`src/rtl/alu_seq_pkg.sv`:
```
// Shared opcodes, IR field positions, FSM states and instruction classes for alu_sequencer.
// ALU_SEQ_MULDIV_EN adds the EX6 state used by the MUL/DIV sequence.
package alu_seq_pkg;

  localparam logic [4:0] OP_ADD  = 5'b00011;
  localparam logic [4:0] OP_SUB  = 5'b00100;
  localparam logic [4:0] OP_AND  = 5'b00101;
  localparam logic [4:0] OP_OR   = 5'b00110;
  localparam logic [4:0] OP_SHR  = 5'b00111;
  localparam logic [4:0] OP_SHL  = 5'b01000;
  localparam logic [4:0] OP_ROR  = 5'b01001;
  localparam logic [4:0] OP_ROL  = 5'b01010;
  localparam logic [4:0] OP_MUL  = 5'b01111;
  localparam logic [4:0] OP_DIV  = 5'b10000;
  localparam logic [4:0] OP_NEG  = 5'b10001;
  localparam logic [4:0] OP_NOT  = 5'b10010;
  localparam logic [4:0] OP_NOP  = 5'b11010;
  localparam logic [4:0] OP_HALT = 5'b11011;

  localparam int IR_OP_MSB = 31;
  localparam int IR_OP_LSB = 27;
  localparam int IR_RA_MSB = 26;
  localparam int IR_RA_LSB = 23;
  localparam int IR_RB_MSB = 22;
  localparam int IR_RB_LSB = 19;
  localparam int IR_RC_MSB = 18;
  localparam int IR_RC_LSB = 15;

  typedef enum logic [3:0] {
    S_IDLE,
    S_FETCH0,
    S_FETCH1,
    S_FETCH2,
    S_EX3,
    S_EX4,
    S_EX5,
`ifdef ALU_SEQ_MULDIV_EN
    S_EX6,
`endif
    S_HALT
  } state_t;

  typedef enum logic [2:0] {
    CLS_NOP,
    CLS_HALT,
    CLS_ILLEGAL,
    CLS_THREE,
    CLS_UNARY,
    CLS_MULDIV
  } instrClass_t;

endpackage

```
`src/rtl/alu_seq_if.sv`:
```
// DataPath control bundle: strobes, register selects and ALU opcode out, IR contents back in.
interface alu_seq_if #(
  parameter int N_REGS = 16
);
  logic              PCout;
  logic              IncPC;
  logic              MARin;
  logic              Zin;
  logic              PCin;
  logic              Read;
  logic              MDRin;
  logic              MDRout;
  logic              IRin;
  logic              Yin;
  logic              Zlo_out;
  logic              Zhi_out;
  logic              HIin;
  logic              LOin;
  logic [N_REGS-1:0] Rin;
  logic [N_REGS-1:0] Rout;
  logic [4:0]        opcode;
  logic [31:0]       IR_VALUE;

  modport master (
    output PCout, IncPC, MARin, Zin, PCin, Read, MDRin, MDRout, IRin, Yin,
           Zlo_out, Zhi_out, HIin, LOin, Rin, Rout, opcode,
    input  IR_VALUE
  );

  modport slave (
    input  PCout, IncPC, MARin, Zin, PCin, Read, MDRin, MDRout, IRin, Yin,
           Zlo_out, Zhi_out, HIin, LOin, Rin, Rout, opcode,
    output IR_VALUE
  );
endinterface

```
`src/rtl/alu_seq_decode.sv`:
```
// Combinational IR decode: instruction class, opcode field and one-hot register selects.
// MUL/DIV decode as illegal unless ALU_SEQ_MULDIV_EN is defined.
module alu_seq_decode
  import alu_seq_pkg::*;
#(
  parameter int N_REGS = 16
) (
  input  logic [31:0]       i_ir,
  output instrClass_t       o_class,
  output logic [4:0]        o_opcode,
  output logic [N_REGS-1:0] o_raSel,
  output logic [N_REGS-1:0] o_rbSel,
  output logic [N_REGS-1:0] o_rcSel
);

  logic [3:0] w_ra;
  logic [3:0] w_rb;
  logic [3:0] w_rc;

  // Indices at or beyond N_REGS select no register at all.
  function automatic logic [N_REGS-1:0] oneHot(input logic [3:0] idx);
    logic [N_REGS-1:0] sel;
    sel = '0;
    for (int i = 0; i < N_REGS; i++) begin
      if (int'(idx) == i) begin
        sel[i] = 1'b1;
      end
    end
    return sel;
  endfunction

  assign o_opcode = i_ir[IR_OP_MSB:IR_OP_LSB];
  assign w_ra     = i_ir[IR_RA_MSB:IR_RA_LSB];
  assign w_rb     = i_ir[IR_RB_MSB:IR_RB_LSB];
  assign w_rc     = i_ir[IR_RC_MSB:IR_RC_LSB];

  assign o_raSel = oneHot(w_ra);
  assign o_rbSel = oneHot(w_rb);
  assign o_rcSel = oneHot(w_rc);

  always_comb begin
    o_class = CLS_ILLEGAL;
    case (o_opcode)
      OP_ADD, OP_SUB, OP_AND, OP_OR,
      OP_SHR, OP_SHL, OP_ROR, OP_ROL: o_class = CLS_THREE;
      OP_NEG, OP_NOT:                 o_class = CLS_UNARY;
`ifdef ALU_SEQ_MULDIV_EN
      OP_MUL, OP_DIV:                 o_class = CLS_MULDIV;
`endif
      OP_NOP:                         o_class = CLS_NOP;
      OP_HALT:                        o_class = CLS_HALT;
      default:                        o_class = CLS_ILLEGAL;
    endcase
  end

endmodule

```
`src/rtl/alu_sequencer.sv`:
```
// Hardwired fetch/execute control unit driving the DataPath strobes one T-state per clock.
// Define ALU_SEQ_MULDIV_EN to compile in the MUL/DIV sequence (EX5/EX6 with LOin/HIin).
module alu_sequencer
  import alu_seq_pkg::*;
#(
  parameter int N_REGS = 16
) (
  input  logic      clock,
  input  logic      clear,
  input  logic      run,
  input  logic      mem_ready,
  alu_seq_if.master dp,
  output logic      halted,
  output logic      illegal
);

  state_t            r_state;
  state_t            w_nextState;
  state_t            w_endState;
  logic              r_prevFetch1;
  instrClass_t       w_class;
  logic [4:0]        w_opcode;
  logic [N_REGS-1:0] w_raSel;
  logic [N_REGS-1:0] w_rbSel;
  logic [N_REGS-1:0] w_rcSel;

  alu_seq_decode #(.N_REGS(N_REGS)) u_decode (
    .i_ir     (dp.IR_VALUE),
    .o_class  (w_class),
    .o_opcode (w_opcode),
    .o_raSel  (w_raSel),
    .o_rbSel  (w_rbSel),
    .o_rcSel  (w_rcSel)
  );

  // r_prevFetch1 marks FETCH1 wait cycles so PCin fires only on entry.
  always_ff @(posedge clock) begin
    if (clear) begin
      r_state      <= S_IDLE;
      r_prevFetch1 <= 1'b0;
    end else begin
      r_state      <= w_nextState;
      r_prevFetch1 <= (r_state == S_FETCH1);
    end
  end

  assign w_endState = run ? S_FETCH0 : S_IDLE;

  always_comb begin
    w_nextState = r_state;
    case (r_state)
      S_IDLE:   if (run) w_nextState = S_FETCH0;
      S_FETCH0: w_nextState = S_FETCH1;
      S_FETCH1: if (mem_ready) w_nextState = S_FETCH2;
      S_FETCH2: w_nextState = S_EX3;
      S_EX3: begin
        case (w_class)
          CLS_THREE, CLS_UNARY, CLS_MULDIV: w_nextState = S_EX4;
          CLS_HALT:                         w_nextState = S_HALT;
          default:                          w_nextState = w_endState;
        endcase
      end
      S_EX4:    w_nextState = (w_class == CLS_UNARY) ? w_endState : S_EX5;
`ifdef ALU_SEQ_MULDIV_EN
      S_EX5:    w_nextState = (w_class == CLS_MULDIV) ? S_EX6 : w_endState;
      S_EX6:    w_nextState = w_endState;
`else
      S_EX5:    w_nextState = w_endState;
`endif
      S_HALT:   w_nextState = S_HALT;
      default:  w_nextState = S_IDLE;
    endcase
  end

  // Outputs are decoded from the state registers and the stable IR contents.
  always_comb begin
    dp.PCout   = 1'b0;
    dp.IncPC   = 1'b0;
    dp.MARin   = 1'b0;
    dp.Zin     = 1'b0;
    dp.PCin    = 1'b0;
    dp.Read    = 1'b0;
    dp.MDRin   = 1'b0;
    dp.MDRout  = 1'b0;
    dp.IRin    = 1'b0;
    dp.Yin     = 1'b0;
    dp.Zlo_out = 1'b0;
    dp.Zhi_out = 1'b0;
    dp.HIin    = 1'b0;
    dp.LOin    = 1'b0;
    dp.Rin     = '0;
    dp.Rout    = '0;
    dp.opcode  = 5'd0;
    halted     = 1'b0;
    illegal    = 1'b0;
    case (r_state)
      S_FETCH0: begin
        dp.PCout = 1'b1;
        dp.IncPC = 1'b1;
        dp.MARin = 1'b1;
        dp.Zin   = 1'b1;
      end
      S_FETCH1: begin
        dp.Zlo_out = 1'b1;
        dp.PCin    = ~r_prevFetch1;
        dp.Read    = 1'b1;
        dp.MDRin   = 1'b1;
      end
      S_FETCH2: begin
        dp.MDRout = 1'b1;
        dp.IRin   = 1'b1;
      end
      S_EX3: begin
        case (w_class)
          CLS_THREE: begin
            dp.Rout = w_rbSel;
            dp.Yin  = 1'b1;
          end
          CLS_UNARY: begin
            dp.Rout   = w_rbSel;
            dp.opcode = w_opcode;
            dp.Zin    = 1'b1;
          end
`ifdef ALU_SEQ_MULDIV_EN
          CLS_MULDIV: begin
            dp.Rout = w_raSel;
            dp.Yin  = 1'b1;
          end
`endif
          CLS_ILLEGAL: illegal = 1'b1;
          default: ;
        endcase
      end
      S_EX4: begin
        case (w_class)
          CLS_THREE: begin
            dp.Rout   = w_rcSel;
            dp.opcode = w_opcode;
            dp.Zin    = 1'b1;
          end
          CLS_UNARY: begin
            dp.Zlo_out = 1'b1;
            dp.Rin     = w_raSel;
          end
`ifdef ALU_SEQ_MULDIV_EN
          CLS_MULDIV: begin
            dp.Rout   = w_rbSel;
            dp.opcode = w_opcode;
            dp.Zin    = 1'b1;
          end
`endif
          default: ;
        endcase
      end
      S_EX5: begin
        case (w_class)
          CLS_THREE: begin
            dp.Zlo_out = 1'b1;
            dp.Rin     = w_raSel;
          end
`ifdef ALU_SEQ_MULDIV_EN
          CLS_MULDIV: begin
            dp.Zlo_out = 1'b1;
            dp.LOin    = 1'b1;
          end
`endif
          default: ;
        endcase
      end
`ifdef ALU_SEQ_MULDIV_EN
      S_EX6: begin
        dp.Zhi_out = 1'b1;
        dp.HIin    = 1'b1;
      end
`endif
      S_HALT:  halted = 1'b1;
      default: ;
    endcase
  end

endmodule
```
`src/flat_wrapper.sv`:
```
// flat-port wrapper written by rule: the top's interface ports become plain ports
module alu_sequencer_flat import alu_seq_pkg::*;
#(
  parameter int N_REGS = 16
)
  (clock, clear, run, mem_ready, halted, illegal, dp_PCout, dp_IncPC, dp_MARin, dp_Zin, dp_PCin, dp_Read, dp_MDRin, dp_MDRout, dp_IRin, dp_Yin, dp_Zlo_out, dp_Zhi_out, dp_HIin, dp_LOin, dp_Rin, dp_Rout, dp_opcode, dp_IR_VALUE);
  alu_seq_if #(.N_REGS(N_REGS)) dp_i ();
  input  logic clock;
  input  logic clear;
  input  logic run;
  input  logic mem_ready;
  output logic halted;
  output logic illegal;
  output wire logic [$bits(dp_i.PCout)-1:0] dp_PCout;
  output wire logic [$bits(dp_i.IncPC)-1:0] dp_IncPC;
  output wire logic [$bits(dp_i.MARin)-1:0] dp_MARin;
  output wire logic [$bits(dp_i.Zin)-1:0] dp_Zin;
  output wire logic [$bits(dp_i.PCin)-1:0] dp_PCin;
  output wire logic [$bits(dp_i.Read)-1:0] dp_Read;
  output wire logic [$bits(dp_i.MDRin)-1:0] dp_MDRin;
  output wire logic [$bits(dp_i.MDRout)-1:0] dp_MDRout;
  output wire logic [$bits(dp_i.IRin)-1:0] dp_IRin;
  output wire logic [$bits(dp_i.Yin)-1:0] dp_Yin;
  output wire logic [$bits(dp_i.Zlo_out)-1:0] dp_Zlo_out;
  output wire logic [$bits(dp_i.Zhi_out)-1:0] dp_Zhi_out;
  output wire logic [$bits(dp_i.HIin)-1:0] dp_HIin;
  output wire logic [$bits(dp_i.LOin)-1:0] dp_LOin;
  output wire logic [$bits(dp_i.Rin)-1:0] dp_Rin;
  output wire logic [$bits(dp_i.Rout)-1:0] dp_Rout;
  output wire logic [$bits(dp_i.opcode)-1:0] dp_opcode;
  input wire logic [$bits(dp_i.IR_VALUE)-1:0] dp_IR_VALUE;
  assign dp_PCout = dp_i.PCout;
  assign dp_IncPC = dp_i.IncPC;
  assign dp_MARin = dp_i.MARin;
  assign dp_Zin = dp_i.Zin;
  assign dp_PCin = dp_i.PCin;
  assign dp_Read = dp_i.Read;
  assign dp_MDRin = dp_i.MDRin;
  assign dp_MDRout = dp_i.MDRout;
  assign dp_IRin = dp_i.IRin;
  assign dp_Yin = dp_i.Yin;
  assign dp_Zlo_out = dp_i.Zlo_out;
  assign dp_Zhi_out = dp_i.Zhi_out;
  assign dp_HIin = dp_i.HIin;
  assign dp_LOin = dp_i.LOin;
  assign dp_Rin = dp_i.Rin;
  assign dp_Rout = dp_i.Rout;
  assign dp_opcode = dp_i.opcode;
  assign dp_i.IR_VALUE = dp_IR_VALUE;
  alu_sequencer #(.N_REGS(N_REGS)) u_core (.clock(clock), .clear(clear), .run(run), .mem_ready(mem_ready), .dp(dp_i), .halted(halted), .illegal(illegal));
endmodule
```
`config.mk`:
```
export PLATFORM = sky130hd
export DESIGN_NAME = alu_sequencer_flat
export DESIGN_NICKNAME = d
export VERILOG_FILES = /design/src/rtl/alu_seq_pkg.sv /design/src/rtl/alu_seq_if.sv /design/src/rtl/alu_seq_decode.sv /design/src/rtl/alu_sequencer.sv /design/src/flat_wrapper.sv
export SDC_FILE = /design/constraint.sdc
export NUM_CORES = 1
export LEC_CHECK = 0
export CELL_PAD_IN_SITES_DETAIL_PLACEMENT = 1
export CELL_PAD_IN_SITES_GLOBAL_PLACEMENT = 1
export CORE_MARGIN = 2
export CORE_UTILIZATION = 19
export DETAILED_ROUTE_END_ITERATION = 10
export MAX_ROUTING_LAYER = met4
export PLACE_DENSITY = 0.81
export RECOVER_POWER = 50
export SYNTH_ARGS = -nofsm -noshare
export SYNTH_HDL_FRONTEND = slang
export SYNTH_SLANG_ARGS = --single-unit
```
`constraint.sdc`:
```
create_clock -name clock -period 1.7 [get_ports clock]
set_clock_uncertainty 0.15 [all_clocks]
set_input_delay 0.17 -clock clock [delete_from_list [all_inputs] [get_ports clock]]
set_output_delay 0.17 -clock clock [all_outputs]
set_load 0.01 [all_outputs]
```
==> out/results.tsv, run 1 <==
stage	metric	value	unit
finish	finalNetCount	321	
synth	syn_avg_cell_area	6.653	um2
synth	synth_common_cells	a21oi_1, nor2_1, nand2_1	
routing	antenna_left	0	
critical_path	r2r_cells	7	
timing	fin_ws	-0.4151	ns
critical_path	regToRegStartpoint	u_core.r_state[1]	
timing	timing.hold.ws	0.4488	ns
min_path	hold_path_depth	2	
synth	yosys-top-cells-area	a21oi_1, dfxtp_1, o32ai_1	
flow_run	drv_cap	0	
synth	syn-instance-count	167	
grt	gr-total-overflow	0	
timing	slew_viol_final	0	
finish	utilization	0.4855	
critical_path	reg2reg_to	u_core.r_state[2]	
timing	hold_viol_final	0	
synth	synth-edff-count	0	
grt	grt_util_all_layers	0.1893	
synth	yosysSeqAreaShare	0.07207	
floorplanning	start_util	0.1993	
finish	n_fill_cell	666	
cts	ctsHoldBuffers	0	
synth	netlist_area	1111	um2
synth	synth_ff_type	dfxtp_1	
grt	grt_pass1_vias	1954	
synth	yosysTopAreaCell	a21oi_1	
synth	ys_seq_elements	4	
run_status	outcome	finished with violations	
cts	numCtsBuffers	3	
timing	setup_viol	44	
timing	fmax	472.8	MHz
placed_design	place_ws	-1.290	ns
critical_path	start_kind	input port	
cts	cts_max_level	1	
power_and_ir_drop	cellPowerDensity	311.2	nW/um2
floorplanning	rows	27	
cts	clkTransAtPathRegs	0.03	ns
floorplanning	die_area	6475	um2
timing	fin_crit	2.115	ns
routing	viasPerCell	4.997	
critical_path	cp_data_arrival_time	1.80	ns
grt	grt_max_degree	24	
routing	routed_wl	5.995	mm
floorplanning	die-width	80.47	um
synth	async_flop_share	0	
synth	yosysMostFrequentCell	a21oi_1	
grt	antenna_found_initial	0	
timing	rsz0062_at_grt	true	
routing	dr.pass1.iters	4	
placed_design	post-dp-hpwl	4.150	mm
finish	area_growth	143.6	%
power_and_ir_drop	ir_drop	0.0002079	V
power_and_ir_drop	p_leak	1.029	nW
grt	grt_pass1_wl	9.480	mm
critical_path	reg2reg_slack	0.06	ns
critical_path	crit_type	in -> out	
critical_path	critPathLaunch	dp_IR_VALUE[28]	
placed_design	gp_congestion	0.8896	
finish	drive_gt1_frac	0.6241	
routing	wl_per_cell	16.94	um
critical_path	crit_path_end_kind	output port	
floorplanning	die_y	80.47	um
cts	cts_tree	done	
routing	vias	1769	
critical_path	critPathMaxFanout	6	
synth	synth.distinct_cells	48	
critical_path	critical_path.endpoint	dp_Rout[10]	
floorplanning	ioPinCount	89	
cts	clock_latency	0.21	ns
run_status	failed_checks	negative setup slack	
finish	num_antenna_cells	0	
timing	fin_crit_sh	1.244	
synth	synth_top_area_share	0.07207	
synth	ys_warn_count	0	
placed_design	port_buffers	70	
critical_path	cp_data_required_time	1.38	ns
routing	drt_iter0_markers	107	
min_path	hold_class	in -> reg	
cts	clk_path_buf_depth	2	
floorplanning	core	5574	um2
cts	clockRootBuffer	clkbuf_8	
routing	drc	0	
cts	cts_sinks	4	
repair_timing:
item / in CTS / in global routing
resized for setup: 248 / 31
setup buffers: 12 / 2
gates cloned: 2 / 0
setup endpoints to repair: 53 / 47
pin swaps: 37 / 8
cell families after synthesis:
| logic type | after synthesis | synth area share |
|---|---|---|
| buf+inv | 21 | 0.1070 |
| simple gates | 83 | 0.4291 |
| fa+ha+maj | 1 | 0.01126 |
| other cells | 1 | 0.003375 |
| compound gates | 56 | 0.3683 |
| flops | 4 | 0.07207 |
| mux | 1 | 0.009009 |
per-stage QoR:
step | power, mW | cell area, um2 | setup TNS (ns) | instances
3_3_place_gp | 0.5553 | 2435 | -48.06 | 336
4_1_cts | 0.8279 | 2620 | -15.46 | 353
6_report | 0.8423 | 2706 | -13.13 | 354
2_1_floorplan | 0.3341 | 1426 | -1.344 | 169
5_1_grt | 0.8928 | 2706 | -15.58 | 354
3_5_place_dp | 0.5696 | 2435 | -49.55 | 336
area by class of cell:
| type | instances | area [um2] | share of cell area |
|---|---|---|---|
| repair buffers | 125 | 1070 | 0.3953 |
| flip-flops and latches | 4 | 85.08 | 0.03144 |
| inverters | 5 | 18.77 | 0.006935 |
| multi-input cells | 145 | 1401 | 0.5178 |
| clock buffers | 3 | 41.29 | 0.01526 |
| well taps | 72 | 90.09 | 0.03329 |
per-layer routing:
metal,global-route usage,share of wire,vias to the layer above
li1,-,-,864
met1,0.1888,0.37,841
met2,0.3992,0.58,58
met3,0.01573,0.046,6
met4,0.02542,0.0087,0
met5,-,0,-
state kept, by name (all words and copies together), names as in the netlist:
| register | flops |
|---|---|
| u_core.r_state | 3 |
| u_core.r_prevFetch1 | 1 |
cells in the final DEF (no fill, tap or decap), types with 4 or more instances in the layout:
cell type,instances
o31ai_4,4
clkdlybuf4s15_2,4
nand3_1,10
o211ai_1,5
nand2_1,11
nand2b_1,6
buf_4,37
buf_6,25
nor2_1,8
a21oi_4,10
a21oi_2,5
o32ai_2,8
nor2b_1,9
inv_1,4
nand4_1,7
buf_2,31
clkdlybuf4s50_1,15
worst max-delay path, cell delays in order:
cell and delay [ns]:
buf_8 0.10, ha_4 0.15, or4b_4 0.55, nand2_8 0.10, buf_12 0.11, o21ai_4 0.10, buf_6 0.15, o32ai_2 0.19
buf_2 0.17
how the worst min path moves through the flow:
| stage | startpoint | endpoint |
|---|---|---|
| 2_1_floorplan | clear | u_core.r_prevFetch1 |
| 3_3_place_gp | u_core.r_state[0] | u_core.r_state[2] |
| 3_5_place_dp | u_core.r_state[0] | u_core.r_state[2] |
| 4_1_cts | clear | u_core.r_prevFetch1 |
| 5_1_grt | clear | u_core.r_prevFetch1 |
| 6_report | clear | u_core.r_prevFetch1 |
power breakdown:
| group | leakage (nW) | switching [mW] | internal [mW] |
|---|---|---|---|
| Combinational | 0.974 | 0.279 | 0.256 |
| Sequential | 0.0339 | 0.00877 | 0.105 |
| Clock | 0.0216 | 0.0432 | 0.150 |
Note: power is estimated with default switching activity, not from simulation.
==> inputs of run 2 (changes only) <==
--- a/config.mk
+++ b/config.mk
@@ -13,6 +13,7 @@
 export MAX_ROUTING_LAYER = met4
 export PLACE_DENSITY = 0.81
 export RECOVER_POWER = 50
+export SKIP_LAST_GASP = 1
 export SYNTH_ARGS = -nofsm -noshare
 export SYNTH_HDL_FRONTEND = slang
 export SYNTH_SLANG_ARGS = --single-unit
==> run 2 against run 1 <==
The flow still finishes with violations (negative setup slack). Non-clock buffer count stayed put. Final cell count stayed put. Design area fell by 0.37%. Critical path depth is the same. Via count is 0.17% lower. Die area did not move. Total power shrank 0.72%. Register-to-register slack got worse by 0.02 ns. Setup slack lost 0.0015 ns. Largest cell class unchanged.
==> out/results.tsv, run 2 (synthesis results as in run 1) <==
stage	metric	value	unit	change
floorplanning	core	5574	um2	unchanged
floorplanning	die_y	80.47	um	unchanged
flow_run	drv_cap	0		unchanged
routing	dr.pass1.iters	4		unchanged
grt	gr-total-overflow	0		unchanged
floorplanning	die-width	80.47	um	unchanged
routing	routed_wl	5.969	mm	-0.43%
timing	fmax	472.5	MHz	about the same
floorplanning	die_area	6475	um2	unchanged
critical_path	reg2reg_slack	0.04	ns	-0.02 ns
power_and_ir_drop	ir_drop	0.0002006	V	-3.5%
finish	num_antenna_cells	0		unchanged
routing	drt_iter0_markers	57		-47%
min_path	min_delay_worst_endpoint	u_core.r_prevFetch1		
timing	hold_viol_final	0		unchanged
routing	vias	1766		-0.17%
timing	rsz0062_at_grt	true		
placed_design	post-dp-hpwl	4.150	mm	unchanged
timing	slew_viol_final	0		unchanged
grt	antenna_found_initial	0		unchanged
cts	cts_max_level	1		unchanged
finish	drive_gt1_frac	0.6312		+0.007092
cts	cts_sinks	4		unchanged
critical_path	crit_type	in -> out		
timing	fin_ws	-0.4166	ns	-0.001471 ns
floorplanning	start_util	0.1993		unchanged
cts	ctsHoldBuffers	0		unchanged
min_path	hold_path_depth	2		unchanged
floorplanning	rows	27		unchanged
critical_path	start_kind	input port		
critical_path	regToRegStartpoint	u_core.r_state[1]		
critical_path	r2r_cells	7		unchanged
timing	fin_crit	2.117	ns	+0.001471 ns
floorplanning	ioPinCount	89		unchanged
critical_path	critPathMaxFanout	6		unchanged
grt	grt_pass1_wl	9.466	mm	-0.15%
grt	grt_pass1_vias	1942		-0.61%
routing	drc	0		unchanged
critical_path	crit_path_end_kind	output port		
grt	grt_max_degree	24		unchanged
min_path	hold_class	in -> reg		
power_and_ir_drop	p_leak	1.029	nW	about the same
critical_path	cp_data_required_time	1.38	ns	about the same
critical_path	critPathLaunch	dp_IR_VALUE[28]		
critical_path	reg2reg_to	u_core.r_state[2]		
routing	antenna_left	0		unchanged
min_path	worstHoldStart	clear		
finish	final_cell_mix	buf_4, buf_2, buf_6, clkdlybuf4s50_1		
timing	fin_crit_sh	1.245		about the same
power_and_ir_drop	cellPowerDensity	310.1	nW/um2	-0.35%
run_status	outcome	finished with violations		
routing	viasPerCell	4.989		-0.17%
placed_design	port_buffers	70		unchanged
placed_design	dpl_cell_area	2435	um2	unchanged
cts	cts_tree	done		
finish	final_common_cell	buf_4		
power_and_ir_drop	total_power	0.8362	mW	-0.72%
cts	clk_path_buf_depth	2		unchanged
finish	stdcell_area	2696	um2	-0.37%
finish	area_growth	142.7	%	
cts	numCtsBuffers	3		unchanged
timing	timing.hold.ws	0.4533	ns	+0.004535 ns
run_status	failed_checks	negative setup slack		
cts	clkTransAtPathRegs	0.03	ns	about the same
finish	finalNetCount	321		unchanged
critical_path	cp_data_arrival_time	1.80	ns	about the same
finish	reg.largest.list	u_core.r_state: 3 flops, u_core.r_prevFetch1: 1 flops		
grt	grt_util_all_layers	0.1885		-0.0007639
placed_design	gp_congestion	0.8896		unchanged
cts	clock_latency	0.21	ns	about the same
timing	setup_viol	45		+2.3%
routing	wl_per_cell	16.86	um	-0.43%
finish	top_register	u_core.r_state		
cts	clockRootBuffer	clkbuf_8		
finish	largest_reg_flops	3		unchanged
run 2: stage by stage:
step	instances	setup WS [ns]	setup TNS [ns]	util
3_3_place_gp	336	-1.249	-48.06	0.4368
4_1_cts	353	-0.4761	-15.88	0.4691
5_1_grt	354	-0.4515	-16.74	0.4837
2_1_floorplan	169	-0.1060	-1.344	-
6_report	354	-0.4166	-13.57	0.4837
3_5_place_dp	336	-1.290	-49.55	0.4368
run 2: worst max-delay path, cell delays in order:
cell and delay [ns]:
buf_8 0.10, ha_4 0.15, or4b_4 0.55, nand2_8 0.10, buf_12 0.11, o21ai_4 0.09, buf_6 0.14, o32ai_2 0.19
buf_2 0.17
run 2: what timing repair did:
item | in CTS | in global routing
buffers inserted | 12 | 1
resized for setup | 240 | 35
endpoints found under the setup margin | 53 | 47
pin swaps | 37 | 11
cloned | 2 | 0
run 2: final cells by class:
type	instances	area (um2)
fillers	663	2878
multi-input cells	145	1413
repair buffers	125	1052
well taps	72	90.09
flip-flops and latches	4	81.33
clock buffers	3	41.29
inverters	5	18.77
run 2: worst max path at each step:
| stage | to | slack, ns | depth (start not counted) |
|---|---|---|---|
| 2_1_floorplan | dp_Rout[12] | -0.11 | 5 |
| 3_3_place_gp | dp_Rout[14] | -1.25 | 7 |
| 3_5_place_dp | dp_opcode[1] | -1.29 | 8 |
| 4_1_cts | dp_Rout[10] | -0.48 | 9 |
| 5_1_grt | dp_Rout[10] | -0.45 | 9 |
| 6_report | dp_Rout[10] | -0.42 | 9 |
run 2: routing by layer:
layer / part of all wire / GRT usage / vias to the layer above
li1: - / - / 866
met1: 0.37 / 0.1886 / 842
met5: 0 / - / -
met2: 0.58 / 0.4033 / 54
met4: 0.0057 / 0.01356 / 0
met3: 0.046 / 0.01461 / 4
run 2: where the power goes:
| part | leakage, nW | switching (mW) | internal (mW) |
|---|---|---|---|
| logic | 0.974 | 0.278 | 0.252 |
| registers | 0.0331 | 0.00818 | 0.105 |
| clock network | 0.0216 | 0.0423 | 0.150 |
==> inputs of run 3 (changes only) <==
--- a/config.mk
+++ b/config.mk
@@ -8,10 +8,11 @@
 export CELL_PAD_IN_SITES_DETAIL_PLACEMENT = 1
 export CELL_PAD_IN_SITES_GLOBAL_PLACEMENT = 1
 export CORE_MARGIN = 2
-export CORE_UTILIZATION = 19
+export CORE_UTILIZATION = 36
 export DETAILED_ROUTE_END_ITERATION = 10
+export DONT_BUFFER_PORTS = 1
 export MAX_ROUTING_LAYER = met4
-export PLACE_DENSITY = 0.81
+export PLACE_DENSITY = 0.79
 export RECOVER_POWER = 50
 export SKIP_LAST_GASP = 1
 export SYNTH_ARGS = -nofsm -noshare
==> run 3 against run 2 <==
The run still ends with negative setup slack left. Design area decreased by 28%. Die area fell by 45%. Sequential share of layout area is 1.5 points higher.
==> out/results.tsv, run 3 (synthesis results as in run 1) <==
stage	metric	value	unit	change
timing	slew_viol_final	0		unchanged
floorplanning	rows	20		-26%
critical_path	start_kind	flip-flop		
floorplanning	die_y	59.56	um	-26%
power_and_ir_drop	total_power	0.5904	mW	-29%
cts	cts_tree	done		
routing	viasPerCell	6.668		+34%
power_and_ir_drop	ir_drop	0.0001356	V	-32%
critical_path	crit_type	reg -> out		
floorplanning	ioPinCount	89		unchanged
placed_design	place_ws	-0.2067	ns	+1.083 ns
finish	top_register	u_core.r_state		
timing	setup_viol	41		-8.9%
grt	antenna_found_initial	0		unchanged
finish	utilization	0.6421		+0.1584
run_status	outcome	finished with violations		
critical_path	reg2reg_slack	0.14	ns	+0.10 ns
placed_design	post-dp-hpwl	3.174	mm	-24%
grt	grt_pass1_vias	1439		-26%
critical_path	r2r_cells	6		-1
finish	finalNetCount	223		-31%
timing	fin_crit	1.854	ns	-0.2629 ns
floorplanning	start_util	0.3700		+0.1707
routing	drt_iter0_markers	41		-28%
routing	vias	1447		-18%
timing	fin_ws	-0.1537	ns	+0.2629 ns
routing	drc	0		unchanged
finish	n_fill_cell	337		-49%
floorplanning	die_area	3547	um2	-45%
timing	rsz0062_at_grt	true		
finish	largest_reg_flops	3		unchanged
power_and_ir_drop	cellPowerDensity	306.2	nW/um2	-1.3%
cts	clkTransAtPathRegs	0.04	ns	about the same
cts	clock_latency	0.24	ns	+0.03 ns
critical_path	reg2reg_to	u_core.r_state[2]		
timing	fin_crit_sh	1.090		-0.1546
timing	hold_viol_final	0		unchanged
finish	seq_area	86.33	um2	+6.2%
min_path	worstHoldStart	run		
timing	fmax	539.5	MHz	+14%
grt	grt_util_all_layers	0.2577		+0.06919
finish	num_antenna_cells	0		unchanged
critical_path	cp_data_arrival_time	1.53	ns	-0.27 ns
finish	area_growth	73.54	%	
routing	dr.pass1.iters	4		unchanged
routing	wl_per_cell	21.69	um	+29%
finish	final_cell_mix	buf_4, a21oi_4, nand2_1, nand3_1, nor2_4		
placed_design	gp_congestion	0.9179		+3.2%
flow_run	drv_cap	0		unchanged
cts	cts_max_level	1		unchanged
routing	routed_wl	4.706	mm	-21%
grt	grt_max_degree	24		unchanged
timing	worst_pin_slew	0.5309	ns	
floorplanning	core	3003	um2	-46%
cts	clk_path_buf_depth	2		unchanged
routing	antenna_left	0		unchanged
finish	reg.largest.list	u_core.r_state: 3 flops, u_core.r_prevFetch1: 1 flops		
critical_path	cp_data_required_time	1.38	ns	about the same
cts	cts_sinks	4		unchanged
finish	multi_input_area	1510	um2	+6.9%
grt	gr-total-overflow	0		unchanged
finish	drive_gt1_frac	0.5163		-0.1149
run_status	failed_checks	negative setup slack		
grt	grt_pass1_wl	6.962	mm	-26%
placed_design	port_buffers	0		-100%
critical_path	crit_path_end_kind	output port		
critical_path	critPathMaxFanout	6		unchanged
cts	numCtsBuffers	3		unchanged
min_path	hold_class	in -> reg		
critical_path	regToRegStartpoint	u_core.r_state[0]		
timing	max_slew_margin	0.6447		
finish	final_common_cell	buf_4		
min_path	min_delay_worst_endpoint	u_core.r_state[0]		
cts	clockRootBuffer	clkbuf_4		
timing	timing.hold.ws	0.03414	ns	-0.4192 ns
power_and_ir_drop	p_leak	0.5215	nW	-49%
floorplanning	die-width	59.56	um	-26%
min_path	hold_path_depth	2		unchanged
## run 3: worst max path at each step
| stage | from | endpoint | slack, ns | cells after the start |
|---|---|---|---|---|
| after floorplan | dp_IR_VALUE[28] | dp_Rout[12] | -0.11 | 5 |
| after global placement | dp_IR_VALUE[27] | dp_Rout[5] | -0.17 | 5 |
| after detailed placement | dp_IR_VALUE[27] | dp_Rout[9] | -0.21 | 6 |
| after CTS | dp_IR_VALUE[27] | dp_Rout[13] | -0.13 | 6 |
| after global routing | u_core.r_state[0] | dp_Rin[5] | -0.23 | 5 |
| final | u_core.r_state[1] | dp_Rout[4] | -0.15 | 4 |
## run 3: metal layers
| metal | wire (um) | vias up | GRT usage |
|---|---|---|---|
| met3 | 187 | 10 | 0.02838 |
| met4 | 115 | 0 | 0.06667 |
| li1 | - | 676 | - |
| met1 | 1792 | 713 | 0.2920 |
| met2 | 2611 | 48 | 0.4757 |
| met5 | 0 | - | - |
## run 3: report_power, final
| group | switching, mW | internal [mW] |
|---|---|---|
| logic | 0.215 | 0.130 |
| clock network | 0.0435 | 0.0793 |
| registers | 0.0162 | 0.106 |
## run 3: per-stage QoR
step	TNS [ns]	instance area (um2)	instances
global route	-7.476	1928	217
detailed placement	-4.785	1550	209
floorplan	-1.344	1426	169
CTS	-3.709	1815	216
finish	-4.816	1928	217
global placement	-3.942	1550	209
## run 3: cell type report
type                       instances  area share
tap                               33     0.02141
multi-input combinational        145      0.7833
sequential                         4     0.04478
clock buffer                       3     0.01168
timing repair buffer              27      0.1291
inverter                           5    0.009734
## run 3: repair_timing
action	in CTS	in global routing
gates resized for setup	43	19
cloned	1	0
pin swaps	7	7
endpoints found under the hold margin	2	0
hold buffers	1	0
endpoints found under the setup margin	41	41
setup buffers	2	1
## run 3: critical path, stage by stage, from the launching register on
cell and delay [ns]:
dfxtp_4 0.37, or3b_4 0.45, nor3_4 0.19, o211ai_1 0.17
o31ai_4 0.11
